==> src/rtl/stack_engine.sv <==
// Stacker game logic: bounces the sliding block, trims it on drop, tracks level/win/game over.
// Latency: outputs registered, button effect 3 clks after rise (drop to level: 4); no backpressure, ticks never queued.
module stack_engine #(
  parameter int SCREEN_W   = 640,
  parameter int SCREEN_H   = 480,
  parameter int BLOCK_H    = 20,
  parameter int INIT_W     = 160,
  parameter int STEP       = 4,
  parameter int MAX_LEVELS = 23
) (
  input  logic       clk,
  input  logic       rst,
  input  logic       tick,
  input  logic       start,
  input  logic       pause,
  input  logic       drop,
  output logic [9:0] pos_x,
  output logic [9:0] pos_y,
  output logic [9:0] width,
  output logic [9:0] base_x,
  output logic [9:0] base_w,
  output logic [9:0] height,
  output logic [4:0] level,
  output logic       game_over,
  output logic       win
);

  localparam logic [2:0] S_IDLE   = 3'd0;
  localparam logic [2:0] S_MOVE   = 3'd1;
  localparam logic [2:0] S_PAUSED = 3'd2;
  localparam logic [2:0] S_PLACE  = 3'd3;
  localparam logic [2:0] S_OVER   = 3'd4;

  localparam logic [9:0]  X0   = 10'((SCREEN_W - INIT_W) / 2);
  localparam logic [9:0]  Y0   = 10'(SCREEN_H - 2 * BLOCK_H);
  localparam logic [9:0]  W0   = 10'(INIT_W);
  localparam logic [9:0]  BH   = 10'(BLOCK_H);
  localparam logic [10:0] SW   = 11'(SCREEN_W);
  localparam logic [10:0] ST   = 11'(STEP);
  localparam logic [4:0]  LMAX = 5'(MAX_LEVELS);

  logic [2:0] state;
  logic       dir_left;

  // bit order {start, pause, drop}
  logic [2:0] btn_s1, btn_s2, btn_prev, btn_edge;
  logic       start_e, pause_e, drop_e;

  always_ff @(posedge clk or negedge rst) begin
    if (!rst) begin
      btn_s1   <= 3'b000;
      btn_s2   <= 3'b000;
      btn_prev <= 3'b000;
    end else begin
      btn_s1   <= {start, pause, drop};
      btn_s2   <= btn_s1;
      btn_prev <= btn_s2;
    end
  end

  assign btn_edge = btn_s2 & ~btn_prev;
  assign start_e  = btn_edge[2];
  assign pause_e  = btn_edge[1];
  assign drop_e   = btn_edge[0];

  // 11-bit geometry so right edges (up to SCREEN_W + STEP) never wrap
  logic [10:0] px, w, bx, bw, lo, hi;
  logic [9:0]  ov_w;
  logic        overlap, hit_right, hit_left;

  always_comb begin
    px        = {1'b0, pos_x};
    w         = {1'b0, width};
    bx        = {1'b0, base_x};
    bw        = {1'b0, base_w};
    lo        = (px > bx) ? px : bx;
    hi        = ((px + w) < (bx + bw)) ? (px + w) : (bx + bw);
    overlap   = hi > lo;
    ov_w      = 10'(hi - lo);
    hit_right = (px + w + ST) >= SW;
    hit_left  = px < ST;
  end

  always_ff @(posedge clk or negedge rst) begin
    if (!rst) begin
      state     <= S_IDLE;
      dir_left  <= 1'b0;
      pos_x     <= 10'd0;
      pos_y     <= Y0;
      width     <= W0;
      base_x    <= X0;
      base_w    <= W0;
      height    <= 10'd0;
      level     <= 5'd0;
      game_over <= 1'b0;
      win       <= 1'b0;
    end else if (start_e) begin
      // start outranks everything and restarts from any state, including IDLE
      state     <= S_MOVE;
      dir_left  <= 1'b0;
      pos_x     <= 10'd0;
      pos_y     <= Y0;
      width     <= W0;
      base_x    <= X0;
      base_w    <= W0;
      height    <= 10'd0;
      level     <= 5'd0;
      game_over <= 1'b0;
      win       <= 1'b0;
    end else begin
      case (state)
        S_MOVE: begin
          if (pause_e) begin
            state <= S_PAUSED;
          end else if (drop_e) begin
            state <= S_PLACE;
          end else if (tick) begin
            if (!dir_left) begin
              if (hit_right) begin
                pos_x    <= 10'(SW - w);
                dir_left <= 1'b1;
              end else begin
                pos_x <= 10'(px + ST);
              end
            end else if (hit_left) begin
              pos_x    <= 10'd0;
              dir_left <= 1'b0;
            end else begin
              pos_x <= 10'(px - ST);
            end
          end
        end
        S_PAUSED: begin
          if (pause_e) state <= S_MOVE;
        end
        S_PLACE: begin
          if (!overlap) begin
            state     <= S_OVER;
            game_over <= 1'b1;
            win       <= 1'b0;
          end else begin
            base_x   <= lo[9:0];
            base_w   <= ov_w;
            width    <= ov_w;
            level    <= level + 5'd1;
            height   <= height + BH;
            pos_y    <= pos_y - BH;
            pos_x    <= 10'd0;
            dir_left <= 1'b0;
            if (level + 5'd1 == LMAX) begin
              state     <= S_OVER;
              game_over <= 1'b1;
              win       <= 1'b1;
            end else begin
              state <= S_MOVE;
            end
          end
        end
        S_IDLE, S_OVER: ;
        default: state <= S_IDLE;
      endcase
    end
  end

endmodule
==> config.mk <==
export PLATFORM = sky130hd
export DESIGN_NAME = stack_engine
export DESIGN_NICKNAME = d
export VERILOG_FILES = /design/src/rtl/stack_engine.sv
export SDC_FILE = /design/constraint.sdc
export NUM_CORES = 1
export LEC_CHECK = 0
export CAP_MARGIN = 20
export CORE_MARGIN = 1
export CORE_UTILIZATION = 50
export CTS_CLUSTER_DIAMETER = 30
export DETAILED_ROUTE_END_ITERATION = 16
export GPL_ROUTABILITY_DRIVEN = 0
export PLACE_DENSITY_LB_ADDON = 0.1
export SKIP_CTS_REPAIR_TIMING = 1
export SYNTH_ARGS = -nofsm -noshare
export SYNTH_HDL_FRONTEND = slang
export SYNTH_SLANG_ARGS = --single-unit
export TNS_END_PERCENT = 1
==> constraint.sdc <==
create_clock -name clk -period 5.5 [get_ports clk]
set_input_delay 1.1 -clock clk [delete_from_list [all_inputs] [get_ports clk]]
set_output_delay 1.1 -clock clk [all_outputs]
set_load 0.02 [all_outputs]
Word level (Yosys, flattened, before mapping)
Index checks and enable logic that the tools add are counted.

Bits in registers: 70. Bits of input ports: 6. Word-level logic and storage cells: 101.

Add/sub/neg operators: 10. Order comparisons: 5. Equality and inequality tests: 13. Multiplexer cells: 49. Bitwise logic cells: 2. Reductions and logical operators: 9.

Operators with widths (number): 10-bit 2-to-1 mux (21); 10-bit by 10-bit adder with 11-bit output (2); 10-bit one-hot mux with 2 select lines (1); 3-bit 2-to-1 mux (6); 1-bit 2-to-1 mux (15); 5-bit 2-to-1 mux (3); 3-bit != test, second input constant (5); 3-bit one-hot mux with 4 select lines (1); 11-bit by 3-bit adder with 11-bit output, second input constant (1); 11-bit by 10-bit greater-or-equal comparator with 1-bit output, second input constant (1); 11-bit by 10-bit greater-than comparator with 1-bit output (1); 11-bit less-than comparator (1); 11-bit 2-to-1 mux (1); 10-bit by 3-bit adder with 10-bit output, second input constant (1); 10-bit by 5-bit adder with 10-bit output, second input constant (1); 10-bit greater-than comparator (1); 10-bit by 3-bit less-than comparator with 1-bit output, second input constant (1); 10-bit subtractor (1); 10-bit subtractor, first input constant (1); 10-bit by 3-bit subtractor with 10-bit output, second input constant (1); 10-bit by 5-bit subtractor with 10-bit output, second input constant (1); 3-bit by 2-bit equality test with 1-bit output, second input constant (2); 5-bit by 1-bit adder with 5-bit output, second input constant (1); 5-bit equality test, second input constant (1); other kinds (15) (17).

Logic depth before layout (Yosys ltp)
Gate-level depths: netlist of run 1.

Depth in word-level cells: 10. Depth in mapped cells: 29. Mapped depth without buffers: 26.

Least setup slack after synthesis of run 1
OpenSTA, ideal clock, no wires.

Kind: register -> register. Start: register base_w[0]. End: register level[0]. Library setup time: 0.132 ns. Arrival: 5.773 ns. Required time: 5.368 ns. Setup slack: -0.405 ns. Cell stages (with the launch flop): 27. Buffers on the path: 3. Clock period less this slack: 5.905 ns. Cells stage by stage: dfrtp_1 ha_1 fa_1 a211oi_2 nor2_1 o22ai_2 xnor2_1 ha_1 a21o_1 a21oi_1 nor2b_1 a311oi_1 and2_1 mux2_2 ha_1 nor2b_1 o211ai_1 a21boi_1 o311a_1 o41ai_1 a2bb2o_1 buf_2 and2_4 buf_6 buf_6 xnor2_1 nor2_1.

Longest elaborated chain between the ends: 6.

RTL lines: start, declared (RTL line 21) `output logic [9:0] base_w,`; start signal, assigned (RTL line 143) `base_w <= ov_w;`; 10-bit by 10-bit adder with 11-bit output, on equally long branches; 11-bit less-than comparator (RTL line 77) `hi = ((px + w) < (bx + bw)) ? (px + w) : (bx + bw);`; 11-bit 2-to-1 mux * (RTL line 77); 11-bit by 10-bit greater-than comparator with 1-bit output * (RTL line 78) `overlap = hi > lo;`; 2-bit nonzero test (no source line) *; 2-bit AND reduction (no source line) *; end signal, assigned (RTL line 145) `level <= level + 5'd1;`; end, declared (RTL line 23) `output logic [4:0] level,`.

Mark *: on every way between the ends. The rest lies on a longest branch, timed or not. A chain may end at the register's enable or synchronous reset.

Final worst setup path of run 1
Start: register base_w[0]. End: register pos_x[0].

Longest elaborated chain between the ends: 10.

RTL lines: 10-bit by 10-bit adder with 11-bit output; 11-bit by 3-bit adder with 11-bit output; 11-bit by 10-bit greater-or-equal comparator with 1-bit output; 10-bit 2-to-1 mux (5 in series); 10-bit one-hot mux with 2 select lines; 10-bit 2-to-1 mux; end signal, assigned (RTL line 120) `pos_x <= 10'(SW - w);`; end signal, assigned (RTL line 123) `pos_x <= 10'(px + ST);`; end signal, assigned (RTL line 129) `pos_x <= 10'(px - ST);`; end, declared (RTL line 17) `output logic [9:0] pos_x,`.

Parallel ways exist; a longest one is shown, timed or not. The select of a mux whose other input is x is not followed.

==> out/metrics.csv, run 1 <==
stage,metric,value,unit
setup_path,crit_path_end,pos_x[0],
placement,dp_cells,905,
timing,setup_viol,4,
finish,layout-drive-gt1-share,25.00,%
die,core_area,0.01094,sq mm
logic_synthesis,syn-cell-area,0.005640,sq mm
logic_synthesis,seq_area_frac_synth,29.53,%
finish,layout_common_cells,"buf_4 (86), clkdlybuf4s50_1 (67), nand2_1 (59)",
detailed_routing,drtIter0Drc,343,
timing,tightest_slew,1.234,ns
finish,fin_cells,932,
die,dieWidth,108.2,um
clock_network,cts_buffers,9,
setup_path,r2r_slack,-0.04,ns
grt,grt_overflow,0,
setup_path,crit_type,flip-flop to flip-flop,
timing,slew_viol_final,0,
placement,hpwl,12680,um
grt,track_usage,29.89,%
die,start_util,51.58,%
timing,rsz0062_at_grt,true,
clock_network,cts_max_path_buffers,2,
grt,grt_pass1_wl,26680,um
setup_path,crit_path_start,base_w[0],
timing,hold_viol,0,
clock_network,cts_sinks,66,
clock_network,cts_tree,built,
logic_synthesis,synth_top_area_cell,dfrtp_1,
flow_run,drv_cap,0,
logic_synthesis,synth-edff-count,0,
die,row_count,38,
die,pin_count,73,
detailed_routing,wire_per_inst,18.57,um
logic_synthesis,synthCells,646,
clock_network,htreeDepth,3,
logic_synthesis,ys_seq_elements,66,
clock_network,root_buffer,clkbuf_16,
finish,syn2layout_area_growth,34.83,%
setup_path,critPathRequiredTime,5.76,ns
logic_synthesis,synth-async-reset-ratio,100.0,%
logic_synthesis,ys_warn_count,0,
detailed_routing,ant_nets,0,
detailed_routing,wirelength,17310,um
finish,layout_commonest_cell,buf_4,
detailed_routing,num_vias,5505,
setup_path,worstSetupStartpointType,flip-flop,
placement,port_buffers,68,
timing,final.setup.worst_slack,-0.04450,ns
logic_synthesis,syn_area_per_cell,8.731,sq um
finish,nFillCells,903,
setup_path,reg2regPathDepth,22,
clock_network,clkLatencyLatePin,0.33,ns
timing,slew_headroom,17.40,%
hold_path,min_from,btn_s1[2],
setup_path,crit_path_end_kind,flip-flop,
clock_network,path_clk_slew,0.06,ns
setup_path,reg2reg_from,base_w[0],
finish,diodes,0,
finish,num-nets-final,853,
die,die_y,108.2,um
setup_path,rr_endpoint,pos_x[0],
detailed_routing,post_drt_via_cell_ratio,5.907,
logic_synthesis,netlist.area_leader.share,24.40,%
setup_path,worst_ep_arrival_time,5.81,ns
run_status,status,"finished, violations left",
timing,fin_crit_sh,100.8,%
timing,fmax,0.1804,GHz
grt,grt_max_degree,38,
placement,pre_cts_ws,-0.1538,ns
setup_path,crit_path_max_fanout,6,
logic_synthesis,ys_types,82,
detailed_routing,dr.pass1.iters,6,
logic_synthesis,synth_area_leaders,"dfrtp_1 (24%), ha_1 (13%), dfstp_2 (5.1%)",
hold_path,hold_class,flip-flop to flip-flop,
run_status,violations,negative setup slack,
logic_synthesis,synth_ff_type,dfrtp_1,
timing,fin_worst_skew,0.01007,ns
detailed_routing,drc,0,
die,dieArea,0.01171,sq mm
timing,fin_crit,5.544,ns
grt,grt_pass1_vias,5353,
grt,antenna_found_initial,0,
## sequential cells by signal, indices dropped and copies added (netlist names)
signal / flops
base_x: 10
state: 3
pos_x: 10
win: 1
dir_left: 1
base_w: 10
pos_y: 8
btn_prev: 3
game_over: 1
height: 8
btn_s1: 3
level: 5
btn_s2: 3
## synth_stat cells (5+ instances only)
cell type,instances
nand3_1,16
o211ai_1,11
clkbuf_1,11
mux2i_1,16
a211oi_2,8
inv_1,35
nand4_1,8
dfstp_2,11
a21o_1,16
o21a_1,8
ha_1,57
o21ai_0,24
dfrtp_1,55
nor2_1,59
xor2_1,22
nand2_1,61
buf_4,16
nor2b_1,6
a21oi_1,48
xnor2_1,21
buf_2,6
nor3_1,14
or3_1,5
o21ai_1,10
nand2b_1,10
## kinds of logic (layout without fill, tap and decap cells)
group	after synthesis	in the layout	synth area share, %
other	1	4	0.06648
adders and majority gates	60	60	13.71
and+or+nand+nor	210	212	18.35
muxes	20	20	3.638
xor gates and xnor gates	43	43	6.677
DFF	66	66	29.53
buffers and inverters	73	214	6.588
AOI/OAI and AO/OA	173	173	21.45
## worst max-delay path: stages, from the launching register on
cell and delay (ns):
dfrtp_2 0.46, ha_4 0.19, fa_2 0.39, a21o_2 0.25, a211oi_2 0.24, nor2_1 0.09
ha_1 0.31, a21o_1 0.20, a21oi_2 0.17, o21ai_2 0.08, a311oi_2 0.25, and2_4 0.20
mux2_4 0.33, ha_4 0.22, nor2b_4 0.12, o211ai_1 0.16, a21boi_1 0.11, o311a_1 0.37
o41ai_2 0.34, a2bb2o_4 0.30, a21o_4 0.26, o21ai_0 0.21, a22o_1 0.21
## worst min path at each step
stage | endpoint | slack [ns] | cells after the start
final | btn_s2[2] | 0.35 | 0
after global routing | btn_s2[0] | 0.35 | 0
after CTS | btn_s2[0] | 0.35 | 0
after detailed placement | btn_s2[0] | 0.33 | 0
after global placement | btn_s2[2] | 0.33 | 0
after floorplan | btn_s2[0] | 0.33 | 0
## routing by layer
metal  global-route usage [%]  wire length, um  vias up
li1                         -                -     2584
met1                    39.83             7544     2691
met2                    48.23             8187      182
met3                    4.159              890       48
met4                    13.21              686        0
met5                        0                0        -
## per-stage QoR
| step | TNS (ns) | area [sq um] | util [%] | hold slack [ns] |
|---|---|---|---|---|
| 2_1_floorplan | 0 | 5674 | - | 0.3312 |
| 3_3_place_gp | -0.003494 | 6958 | 63.63 | 0.3339 |
| 3_5_place_dp | -3.667 | 6958 | 63.63 | 0.3347 |
| 4_1_cts | -5.840 | 7269 | 66.48 | 0.3475 |
| 5_1_grt | -6.907 | 7605 | 69.54 | 0.3520 |
| 6_report | -0.1226 | 7605 | 69.54 | 0.3450 |
## area by class of cell
cell class              count  area, sq um  share of cell area, %
repair buffers            163         1463                  19.23
multi-input cells         512         3855                  50.69
clock buffers              11        232.7                  3.060
clock inverters             5        78.83                  1.037
inverters                  35        131.4                  1.728
well taps                 140        175.2                  2.303
flip-flops and latches     66         1669                  21.95
Power of run 1 is not shown: default switching activity piles up to over one toggle a cycle in this logic, so the estimate is an artifact.
==> run 2: changes to the inputs <==
Settings changed: CAP_MARGIN 20 to 5, RECOVER_POWER set to 100.
==> run 2 against run 1 <==
  * The run ends with max-capacitance violations, max-slew violations, negative setup slack left
  * Maximum frequency is 0.28% lower
  * Non-clock buffer count stayed put
  * Register-to-register slack worse by 0.02 ns
  * Via count hardly changed
  * Worst setup slack worse by 0.015 ns
  * Utilization hardly changed
  * Global-route usage stayed put
  * Cell count stayed put
  * Die area stayed put
  * Sequential share of layout area hardly changed
  * Critical path depth stayed put
==> out/metrics.csv, run 2 (synthesis results as in run 1) <==
stage,metric,value,unit,change
finish,layout_common_cells,"buf_4 (85), dlygate4sd3_1 (66), nand2_1 (59)",,
timing,slew_headroom,-40.17,%,-58 points
die,row_count,38,,unchanged
timing,setup_viol,5,,+1
hold_path,hold_class,flip-flop to flip-flop,,
timing,tightest_slew,2.103,ns,+0.8681 ns
grt,grt_pass1_vias,5353,,unchanged
placement,hpwl,12680,um,unchanged
clock_network,cts_tree,built,,
detailed_routing,drtIter0Drc,388,,+13%
finish,layout_commonest_cell,buf_4,,
finish,stdcell_area,0.007600,sq mm,about the same
timing,fin_crit,5.560,ns,+0.01532 ns
clock_network,cts_buffers,9,,unchanged
timing,fin_crit_sh,101.1,%,+0.28 points
die,dieWidth,108.2,um,unchanged
setup_path,critPathRequiredTime,5.76,ns,about the same
finish,diodes,0,,unchanged
setup_path,rr_endpoint,pos_x[0],,
hold_path,hold_path_end,btn_s2[2],,
clock_network,root_buffer,clkbuf_16,,
placement,dp_cells,905,,unchanged
setup_path,r2r_slack,-0.06,ns,-0.02 ns
die,start_util,51.58,%,unchanged
grt,grt_overflow,0,,unchanged
detailed_routing,dr.pass1.iters,5,,-1
placement,port_buffers,68,,unchanged
setup_path,crit_type,flip-flop to flip-flop,,
timing,rsz0062_at_grt,true,,
clock_network,path_clk_slew,0.06,ns,about the same
finish,layout-drive-gt1-share,24.75,%,-0.25 points
grt,grt_pass1_wl,26680,um,unchanged
clock_network,cts_sinks,66,,unchanged
clock_network,cts_max_path_buffers,2,,unchanged
timing,hold_viol,0,,unchanged
timing,fin_worst_skew,0.01003,ns,-0.00004080 ns
run_status,violations,"max-capacitance violations, max-slew violations, negative setup slack",,
clock_network,htreeDepth,3,,unchanged
finish,nFillCells,906,,+0.33%
hold_path,whs_path_depth,0,,unchanged
timing,final.setup.worst_slack,-0.05982,ns,-0.01532 ns
die,pin_count,73,,unchanged
setup_path,worst_ep_arrival_time,5.82,ns,about the same
die,dieArea,0.01171,sq mm,unchanged
detailed_routing,post_drt_via_cell_ratio,5.901,,about the same
die,core_area,0.01094,sq mm,unchanged
detailed_routing,num_vias,5500,,-0.091%
timing,fmax,0.1799,GHz,-0.28%
detailed_routing,wire_per_inst,18.54,um,-0.15%
detailed_routing,ant_nets,0,,unchanged
finish,reg.largest.list,"base_w: 10 flops, base_x: 10 flops, pos_x: 10 flops",,
grt,antenna_found_initial,0,,unchanged
placement,place_area,0.006958,sq mm,unchanged
finish,syn2layout_area_growth,34.74,%,about the same
clock_network,clkLatencyLatePin,0.33,ns,about the same
run_status,status,"finished, violations left",,
setup_path,reg2regPathDepth,22,,unchanged
timing,slew_viol_final,69,,+69
hold_path,min_from,btn_s1[2],,
detailed_routing,drc,0,,unchanged
finish,num-nets-final,853,,unchanged
grt,track_usage,29.89,%,unchanged
die,die_y,108.2,um,unchanged
setup_path,crit_path_max_fanout,10,,+4
finish,fin_cells,932,,unchanged
setup_path,reg2reg_from,base_w[0],,
setup_path,crit_path_end_kind,flip-flop,,
flow_run,drv_cap,2,,+2
grt,grt_max_degree,38,,unchanged
detailed_routing,wirelength,17280,um,-0.15%
setup_path,worstSetupStartpointType,flip-flop,,
run 2: changes by cell type in the layout (fill, tap and decap cells not counted), sizes merged:
cell           change
dlygate4sd3       +66
clkdlybuf4s50     -66
clkbuf             +2
buf                -2
run 2: worst max-delay path, cell delays in order (launching register included):
cell and delay (ns):
dfrtp_2 0.46, ha_4 0.19, fa_2 0.39, a21o_2 0.25, a211oi_2 0.24, nor2_1 0.09
ha_1 0.31, a21o_1 0.20, a21oi_2 0.17, o21ai_2 0.08, a311oi_2 0.25, and2_4 0.21
buf_4 0.15, o21ai_0 0.18, ha_1 0.37, a21oi_1 0.16, a21boi_1 0.10, o311a_1 0.37
o41ai_2 0.34, a2bb2o_4 0.30, a21o_4 0.26, o21ai_0 0.22, a22o_1 0.21
run 2: per-layer routing:
layer	global-route usage (%)	wire length [um]
met4	13.21	709
met5	0	0
met1	39.83	7455
met2	48.23	8177
met3	4.159	940
run 2: worst max path at each step:
stage / start / slack, ns / to
finish: base_w[0] / -0.06 / pos_x[0]
global route: base_w[0] / -0.21 / pos_x[2]
CTS: base_w[0] / -0.20 / pos_y[7]
detailed placement: base_w[0] / -0.15 / pos_y[7]
global placement: base_w[1] / -0.003 / base_x[0]
floorplan: base_w[0] / 0.001 / level[0]
run 2: cell type report:
cell class | count | area (sq um) | area share, %
multi-input cells | 512 | 3855 | 50.72
clock buffers | 11 | 232.7 | 3.062
repair buffers | 163 | 1458 | 19.18
inverters | 35 | 131.4 | 1.729
clock inverters | 5 | 78.83 | 1.037
well taps | 140 | 175.2 | 2.305
flip-flops and latches | 66 | 1669 | 21.96
run 2: through the flow:
stage          setup slack, ns  util [%]   TNS (ns)  hold slack (ns)
6_report              -0.05982     69.50    -0.1506           0.3450
2_1_floorplan         0.001323         -          0           0.3312
5_1_grt                -0.2080     69.50     -6.905           0.3520
3_5_place_dp           -0.1538     63.63     -3.667           0.3347
4_1_cts                -0.1972     66.48     -5.840           0.3475
3_3_place_gp         -0.003494     63.63  -0.003494           0.3339
Power of run 2 is left out for the same reason.
==> run 3: changes to the inputs <==
Settings changed: SKIP_CTS_REPAIR_TIMING 1 to not set.
==> run 3 against run 2 <==
  * The flow finishes with violations (max-capacitance violations, max-slew violations)
  * Register-to-register slack improved by 0.13 ns
  * Critical path depth grew 2
  * Maximum frequency increased by 2.5%
  * Sequential cell count unchanged
  * Cell count rose by 0.64%
  * Cell area up 1.8%
  * Wire length increased by 2.8%
==> out/metrics.csv, run 3 (synthesis results as in run 1) <==
stage,metric,value,unit,change
timing,fin_crit,5.426,ns,-0.1334 ns
timing,rsz0062_at_grt,true,,
timing,fin_worst_skew,0.008098,ns,-0.001935 ns
setup_path,cpMostUsedCell,ha_1,,
detailed_routing,wire_per_inst,18.93,um,+2.1%
detailed_routing,num_vias,5577,,+1.4%
setup_path,crit_path_max_fanout,10,,unchanged
run_status,violations,"max-capacitance violations, max-slew violations",,
timing,fmax,0.1843,GHz,+2.5%
die,start_util,51.58,%,unchanged
clock_network,htreeDepth,3,,unchanged
placement,hpwl,12680,um,unchanged
die,dieArea,0.01171,sq mm,unchanged
setup_path,crit_family,compound AO/OA/AOI/OAI gates,,
die,row_count,38,,unchanged
grt,track_usage,31.22,%,+1.3 points
setup_path,cpPeakStageDelay,0.45,ns,about the same
timing,hold_viol,0,,unchanged
timing,fin_crit_sh,98.66,%,-2.4 points
timing,slew_viol_final,69,,unchanged
clock_network,cts_tree,built,,
clock_network,cts_sinks,66,,unchanged
finish,layout-drive-gt1-share,26.32,%,+1.6 points
die,die_y,108.2,um,unchanged
timing,slew_headroom,-41.45,%,-1.3 points
detailed_routing,ant_nets,0,,unchanged
clock_network,cts_buffers,9,,unchanged
setup_path,cp.depth,24,,+9.1%
setup_path,critPathRequiredTime,5.77,ns,about the same
setup_path,worstSetupStartpointType,flip-flop,,
grt,grt_pass1_vias,5496,,+2.7%
finish,layout_commonest_cell,buf_4,,
hold_path,whs_path_depth,0,,unchanged
placement,port_buffers,68,,unchanged
grt,grt_pass1_wl,27790,um,+4.2%
finish,diodes,0,,unchanged
die,core_area,0.01094,sq mm,unchanged
die,dieWidth,108.2,um,unchanged
clock_network,clkLatencyLatePin,0.33,ns,about the same
finish,reg.largest.list,"base_w: 10 flops, base_x: 10 flops, pos_x: 10 flops",,
timing,tightest_slew,2.122,ns,+0.01920 ns
detailed_routing,wirelength,17760,um,+2.8%
grt,grt_max_degree,38,,unchanged
grt,grt_overflow,0,,unchanged
setup_path,crit_chain,"ha_4, fa_2, a21oi_4, o21ai_2, o22ai_2, xor2_1, ha_1, a21o_1, a21oi_2, nor2b_1, a311oi_2, and2_4, buf_4, nand2_1, o21ai_0, ha_1, a21oi_1, a21boi_1, o311a_1, o41ai_2, a2bb2o_4, a21o_4, o21ai_1, a22o_1",,
setup_path,cpMaxStageDelayCell,dfrtp_2,,
detailed_routing,drc,0,,unchanged
finish,layout_common_cells,"buf_4 (90), dlygate4sd3_1 (66), nand2_1 (58)",,
setup_path,critPathBufInv,1,,unchanged
detailed_routing,drtIter0Drc,411,,+5.9%
grt,antenna_found_initial,0,,unchanged
setup_path,crit_type,flip-flop to flip-flop,,
die,pin_count,73,,unchanged
flow_run,drv_cap,2,,unchanged
clock_network,path_clk_slew,0.06,ns,about the same
setup_path,worst_ep_arrival_time,5.69,ns,-0.13 ns
timing,timing.hold.ws,0.3447,ns,-0.0002940 ns
detailed_routing,post_drt_via_cell_ratio,5.946,,+0.75%
run_status,status,"finished, violations left",,
clock_network,cts_max_path_buffers,2,,unchanged
timing,setup_viol,0,,-5
finish,stdcell_area,0.007734,sq mm,+1.8%
placement,place_area,0.006958,sq mm,unchanged
finish,num-nets-final,859,,+0.70%
setup_path,crit_path_end_kind,flip-flop,,
finish,syn2layout_area_growth,37.11,%,
setup_path,reg2regPathDepth,24,,+9.1%
detailed_routing,dr.pass1.iters,5,,unchanged
hold_path,hold_class,flip-flop to flip-flop,,
clock_network,root_buffer,clkbuf_16,,
==> run 3: final timing paths <==
| kind | startpoint | to | slack [ns] |
|---|---|---|---|
| setup / recovery | base_w[0] | pos_x[0] | 0.07 |
| hold / removal | btn_s1[2] | btn_s2[2] | 0.34 |
| setup reg to reg | base_w[0] | pos_x[0] | 0.07 |
| hold reg to reg | btn_s1[2] | btn_s2[2] | 0.34 |
| max in group asynchronous | rst | base_x[9] | 1.80 |
| min in group asynchronous | rst | btn_s1[1] | 1.38 |
==> run 3: layout make-up <==
cell class | instances | area (sq um)
tap | 140 | 175.2
inverter | 35 | 131.4
sequential | 66 | 1669
clock buffer | 11 | 232.7
clock inverter | 5 | 78.83
timing repair buffer | 169 | 1504
multi-input combinational | 512 | 3943
fill | 874 | 3202
==> run 3: per-layer routing <==
metal,track usage [%],part of all wire [%],wire [um]
met1,40.76,42,7525
met4,15.95,4.6,820
met2,49.91,48,8477
met3,4.943,5.3,938
met5,0,0,0
==> run 3: repair_timing <==
action	4_1_cts	5_1_grt
setup buffers	5	9
hold buffers	0	0
endpoints found under the setup margin	51	56
cloned	3	0
resized for setup	26	45
pin swaps	22	41
==> run 3: worst reg2reg max path: cells and delay by family, from the launching register on <==
kind,cells,cell delay (ns)
adder cells (fa/ha/maj),4,1.21
AND/OR/NAND/NOR,3,0.34
buffers and inverters,1,0.16
flip-flops,1,0.45
XOR/XNOR,1,0.22
AO/OA/AOI/OAI,15,2.98
==> run 3: stage by stage <==
step | setup slack [ns] | instances | utilization [%] | setup TNS, ns
after global placement | -0.003494 | 905 | 63.63 | -0.003494
after global routing | -0.09389 | 938 | 70.72 | -2.238
after detailed placement | -0.1538 | 905 | 63.63 | -3.667
after floorplan | 0.001323 | 649 | - | 0
after CTS | 0.002641 | 929 | 68.23 | 0
final | 0.07363 | 938 | 70.72 | 0
Power of run 3 is left out for the same reason.
